## src/rtl/pulse_stretch_pkg.sv

```systemverilog
`default_nettype none
// +----------------------------------------------------------------------------+
// | pulse_stretch_pkg                                                          |
// | Shared state encodings and default timing constants for pulse_stretcher.   |
// | Revision: 1.0                                                              |
// +----------------------------------------------------------------------------+
package pulse_stretch_pkg;

  localparam int CLK_FREQ = 50_000_000;
  localparam int BLINK_MS = 100;
  localparam int DEFAULT_CYCLES = (CLK_FREQ / 1000) * BLINK_MS;

  typedef enum logic [1:0] {
    S_IDLE = 2'd0,
    S_ON   = 2'd1,
    S_OFF  = 2'd2
  } state_t;

  function automatic int max_int(input int a, input int b);
    return (a > b) ? a : b;
  endfunction

endpackage
`default_nettype wire

```

## src/rtl/pulse_stretcher_timer.sv

```systemverilog
`default_nettype none
// +----------------------------------------------------------------------------+
// | stretch_timer                                                              |
// | Loadable up-counter with an equality terminal-count output.                |
// | Revision: 1.0                                                              |
// +----------------------------------------------------------------------------+
module stretch_timer #(
  parameter int WIDTH = 8
) (
  input  logic             clk,
  input  logic             rst_n,
  input  logic             load,
  input  logic [WIDTH-1:0] cmp,
  output logic             tc
);

  logic [WIDTH-1:0] r_count;

  // Loading on terminal count keeps the counter from ever wrapping.
  always_ff @(posedge clk or negedge rst_n) begin
    if (!rst_n) begin
      r_count <= '0;
    end else if (load) begin
      r_count <= '0;
    end else begin
      r_count <= r_count + WIDTH'(1);
    end
  end

  assign tc = (r_count == cmp);

endmodule
`default_nettype wire

```

## src/rtl/pulse_stretcher.sv

```systemverilog
`default_nettype none
// +----------------------------------------------------------------------------+
// | pulse_stretcher                                                            |
// | Stretches single-cycle events into fixed LED blinks with a guaranteed gap. |
// | Define PULSE_STRETCH_QUEUE_EN to queue events that arrive during a blink.  |
// | Revision: 1.0                                                              |
// +----------------------------------------------------------------------------+
module pulse_stretcher
  import pulse_stretch_pkg::*;
#(
  parameter int ON_CYCLES  = DEFAULT_CYCLES,
  parameter int OFF_CYCLES = DEFAULT_CYCLES,
  parameter int PEND_W     = 4
) (
  input  logic              clk,
  input  logic              rst_n,
  input  logic              pulse_in,
  input  logic              ovf_clr,
  output logic              led_out,
  output logic              busy,
  output logic [PEND_W-1:0] pend_count,
  output logic              ovf
);

  localparam int c_tmr_w = $clog2(max_int(ON_CYCLES, OFF_CYCLES) + 1);
  localparam logic [c_tmr_w-1:0] c_on_last  = c_tmr_w'(ON_CYCLES - 1);
  localparam logic [c_tmr_w-1:0] c_off_last = c_tmr_w'(OFF_CYCLES - 1);

  state_t               r_state;
  state_t               w_state_nxt;
  logic                 r_led;
  logic                 r_ovf;
  logic                 w_tc;
  logic                 w_tmr_load;
  logic [c_tmr_w-1:0]   w_cmp;
  logic                 w_evt_busy;
  logic                 w_launch;
  logic                 w_drop;

  assign w_evt_busy = pulse_in && (r_state != S_IDLE);
  assign w_tmr_load = (r_state == S_IDLE) || w_tc;

  stretch_timer #(
    .WIDTH (c_tmr_w)
  ) u_timer (
    .clk   (clk),
    .rst_n (rst_n),
    .load  (w_tmr_load),
    .cmp   (w_cmp),
    .tc    (w_tc)
  );

`ifdef PULSE_STRETCH_QUEUE_EN
  localparam logic [PEND_W-1:0] c_pend_max = '1;

  logic [PEND_W-1:0] r_pend;
  logic              w_pend_full;

  // A pulse on the OFF terminal cycle with nothing queued launches directly:
  // its increment cancels against the launch decrement, keeping IDLE at zero.
  assign w_launch    = (r_state == S_OFF) && w_tc && ((r_pend != '0) || pulse_in);
  assign w_pend_full = (r_pend == c_pend_max);
  assign w_drop      = w_evt_busy && !w_launch && w_pend_full;

  always_ff @(posedge clk or negedge rst_n) begin
    if (!rst_n) begin
      r_pend <= '0;
    end else if (w_evt_busy && !w_launch && !w_pend_full) begin
      r_pend <= r_pend + PEND_W'(1);
    end else if (w_launch && !w_evt_busy) begin
      r_pend <= r_pend - PEND_W'(1);
    end
  end

  assign pend_count = r_pend;
`else
  assign w_launch   = 1'b0;
  assign w_drop     = w_evt_busy;
  assign pend_count = '0;
`endif

  always_comb begin
    w_state_nxt = r_state;
    w_cmp       = c_on_last;
    case (r_state)
      S_IDLE: begin
        if (pulse_in) w_state_nxt = S_ON;
      end
      S_ON: begin
        if (w_tc) w_state_nxt = S_OFF;
      end
      S_OFF: begin
        w_cmp = c_off_last;
        if (w_tc) w_state_nxt = w_launch ? S_ON : S_IDLE;
      end
      default: w_state_nxt = S_IDLE;
    endcase
  end

  always_ff @(posedge clk or negedge rst_n) begin
    if (!rst_n) begin
      r_state <= S_IDLE;
      r_led   <= 1'b0;
      r_ovf   <= 1'b0;
    end else begin
      r_state <= w_state_nxt;
      r_led   <= (w_state_nxt == S_ON);
      if (w_drop) begin
        r_ovf <= 1'b1;
      end else if (ovf_clr) begin
        r_ovf <= 1'b0;
      end
    end
  end

  assign led_out = r_led;
  assign busy    = (r_state != S_IDLE);
  assign ovf     = r_ovf;

endmodule
`default_nettype wire
```

## config.mk

```make
export PLATFORM = sky130hd
export DESIGN_NAME = pulse_stretcher
export DESIGN_NICKNAME = d
export VERILOG_FILES = /design/src/rtl/pulse_stretch_pkg.sv /design/src/rtl/pulse_stretcher_timer.sv /design/src/rtl/pulse_stretcher.sv
export SDC_FILE = /design/constraint.sdc
export NUM_CORES = 1
export LEC_CHECK = 0
export BUFFER_PORTS_ARGS = -buffer_cell sky130_fd_sc_hd__buf_2
export CAP_MARGIN = 10
export CORE_MARGIN = 10
export CORE_UTILIZATION = 35
export DETAILED_ROUTE_END_ITERATION = 8
export PLACE_DENSITY = 0.57
export SLEW_MARGIN = 40
export SYNTH_ARGS = -nofsm -noshare
export SYNTH_HDL_FRONTEND = slang
export SYNTH_SLANG_ARGS = --single-unit
```

## constraint.sdc

```tcl
create_clock -name clk -period 4.26 [get_ports clk]
set_input_delay 0.213 -clock clk [delete_from_list [all_inputs] [get_ports clk]]
set_output_delay 0.213 -clock clk [all_outputs]
set_load 0.005 [all_outputs]
```

==> out/results.txt <==
Async SR Flop Fraction -> 100%
Worst R2R Path Depth -> 5
CP Launch Type -> register
Routed WL -> 2.68 mm
port bufs -> 6
Die Ht -> 83.3 um
final-layout fill cell count -> 373
mux share of post-synthesis cell area -> 0.714%
ant diodes -> 0
worst endpoint required time -> 4.40 ns
Crit. End Element -> register
largest family of logic cells by synthesized area -> simple AND/OR/NAND/NOR gates
largest net degree at the start of global routing -> 28
Via density -> 5.20
DRT antenna net count -> 0
setup bufs post-CTS -> 0
Initial Util -> 37.2%
utilization after layout -> 39.8%
boundary pin count -> 11
Tmin final -> 2.33 ns
status -> finished, final reports clean
cts hold-fix bufs -> 1
yosys warns -> 0
met2 Usage GRT -> 12.6%
HP Class -> in2reg
hpwl dp -> 1.93 mm
vias in the first global route -> 1,096
area grow syn2layout -> 7.14%
skew final -> 0.00255 ns
Resized cells post-CTS -> 0
first-pass GRT wire length -> 4.99 mm
residual overflow from global routing -> 0
post-synthesis simple-gate area fraction -> 27.6%
crit path kind -> reg2reg
Post-Place Cell Area -> 1450 sq um
busiest grt layer -> met2
starting DRC count in detailed routing -> 69
unrepaired setup endpoints after global routing -> false
Yosys top cell area share -> 48.2%
CTS tree -> built
Max Buffers Root-to-Sink -> 2
main area contributors after synthesis -> dfrtp_1 (48%), xnor2_1 (7.5%), nor2_1 (5.6%), nand3_1 (2.9%), nand4_1 (2.7%)
leakage -> 0.578 nW
worst reg2reg path startpoint -> u_timer.r_count[0]
most common cell after layout, fill and taps aside -> dfrtp_1
Root Buffer -> clkbuf_8
core box area -> 3770 sq um
gp weighted congestion -> 0.851
setup TNS -> 0 ns
Worst Setup SP -> u_timer.r_count[0]
Main synth FF type -> dfrtp_1
cts bufs inserted -> 3
period utilization -> 54.6%
GRT Resource Usage Total -> 8.39%
Final Hold Fails -> 0
initial antenna violation count -> 0
leading area contributor after synthesis -> dfrtp_1
Final nets -> 156
Pins Over Slew Limit -> 0
Max Freq -> 430 MHz
worst slew pin tran -> 0.586 ns
met1 Usage GRT -> 9.72%
FF+latch count, synth -> 27
number of synthesized flops with an enable pin -> 0
number of max-cap violations -> 0
standard-cell row count -> 22
Post-Syn Instances -> 143
Synth Area in Compound Gates -> 8.03%
synth unique cells -> 33
Synth Area in Adders -> 0.892%
Die ar. -> 6940 sq um
most frequent cells in the layout -> dfrtp_1 (27), nor2_1 (21), xnor2_1 (12), nand3_1 (8), a21oi_1 (7)
Mapped Area -> 1400 sq um
met3 Use GR -> 3.03%
Hold Crit Start -> pulse_in
# setup viols final -> 0
Worst-Skew Late Latency -> 0.27 ns
CTS Sinks -> 27
post-route cell area -> 1500 sq um
H-tree levels -> 1
DIE WIDTH -> 83.3 um
slew margin rel. -> 60.8%
TritonRoute pass-1 iters -> 4
DR vias -> 1,030
worst vdd ir -> 165 uV
hold path cells -> 2
layout cells sized above 1 -> 10.0%
Avg WL per Cell -> 13.5 um
CP Data Arrival Time -> 2.47 ns
Synth Area in XOR/XNOR -> 8.74%
sequential fraction of the synthesis area -> 48.2%
Mean Syn Cell Area -> 9.81 sq um
CP max FO -> 23
DRC viols -> 0
PwrDens -> 383 nW/um^2
clock-pin transition on the worst setup and hold timing paths -> 0.09 ns
==> layer usage <==
layer  vias to the layer above  routed length [um]
met5                         -                   0
met2                        21                1230
met3                         7                 144
met1                       491                1240
met4                         0                  69
li1                        511                   -
==> final timing paths <==
path,end,slack (ns)
max in group asynchronous,u_timer.r_count[18],3.41
min in group asynchronous,led_out,0.46
worst min register to register,r_state[0],0.49
worst max register to register,u_timer.r_count[12],1.93
worst max-delay path,u_timer.r_count[12],1.93
worst min-delay path,ovf,0.17
==> Yosys cell counts (2+ instances only) <==
cell / count
dfrtp_1: 27
nor2_1: 21
xnor2_1: 12
nand3_1: 8
a21oi_1: 7
inv_1: 6
nand4_1: 6
o21ai_0: 6
or3_1: 6
nand2_1: 5
nor4_1: 5
buf_4: 4
nor3_1: 3
or4_1: 3
a211oi_1: 2
buf_6: 2
nand2b_1: 2
nor4b_1: 2
xor2_1: 2
==> state kept, by name (all words and copies together), names as in the netlist <==
name and count:
ovf 1, u_timer.r_count 23, led_out 1, r_state 2
==> layout make-up <==
type	instances	area [sq um]	share of cell area (%)
well taps	48	60.1	4.00
flip-flops and latches	27	676	45.0
clock buffers	4	45.0	3.00
inverters	6	22.5	1.50
multi-input cells	106	659	43.9
repair buffers	7	40.0	2.66
==> critical path: stages (launching register included) <==
cell	delay, ns
dfrtp_1	0.41
ha_1	0.27
nand4_4	0.17
or4_2	0.72
o21ai_4	0.50
nor2_1	0.11
==> metrics by stage <==
stage / power (mW) / setup WS [ns] / instances / hold WS (ns)
2_1_floorplan: 0.411 / 2.27 / 146 / -0.0826
3_3_place_gp: 0.434 / 1.99 / 193 / 0.245
3_5_place_dp: 0.437 / 1.92 / 193 / 0.255
4_1_cts: 0.581 / 1.92 / 198 / 0.173
5_1_grt: 0.616 / 1.77 / 198 / 0.171
6_report: 0.575 / 1.93 / 198 / 0.174
==> power breakdown <==
part / total (mW) / switching [mW] / internal (mW)
Combinational: 0.0933 / 0.0506 / 0.0426
Clock: 0.143 / 0.0760 / 0.0670
Sequential: 0.339 / 0.0506 / 0.288
Total: 0.575 / 0.177 / 0.398
==> cells by family after synthesis <==
group           Yosys count
fa+ha+maj                 1
mux                       1
buf+inv                  13
compound gates           18
other cells               1
flops                    27
simple gates             68
xor+xnor                 14
Note: power is estimated with default switching activity, not from simulation.
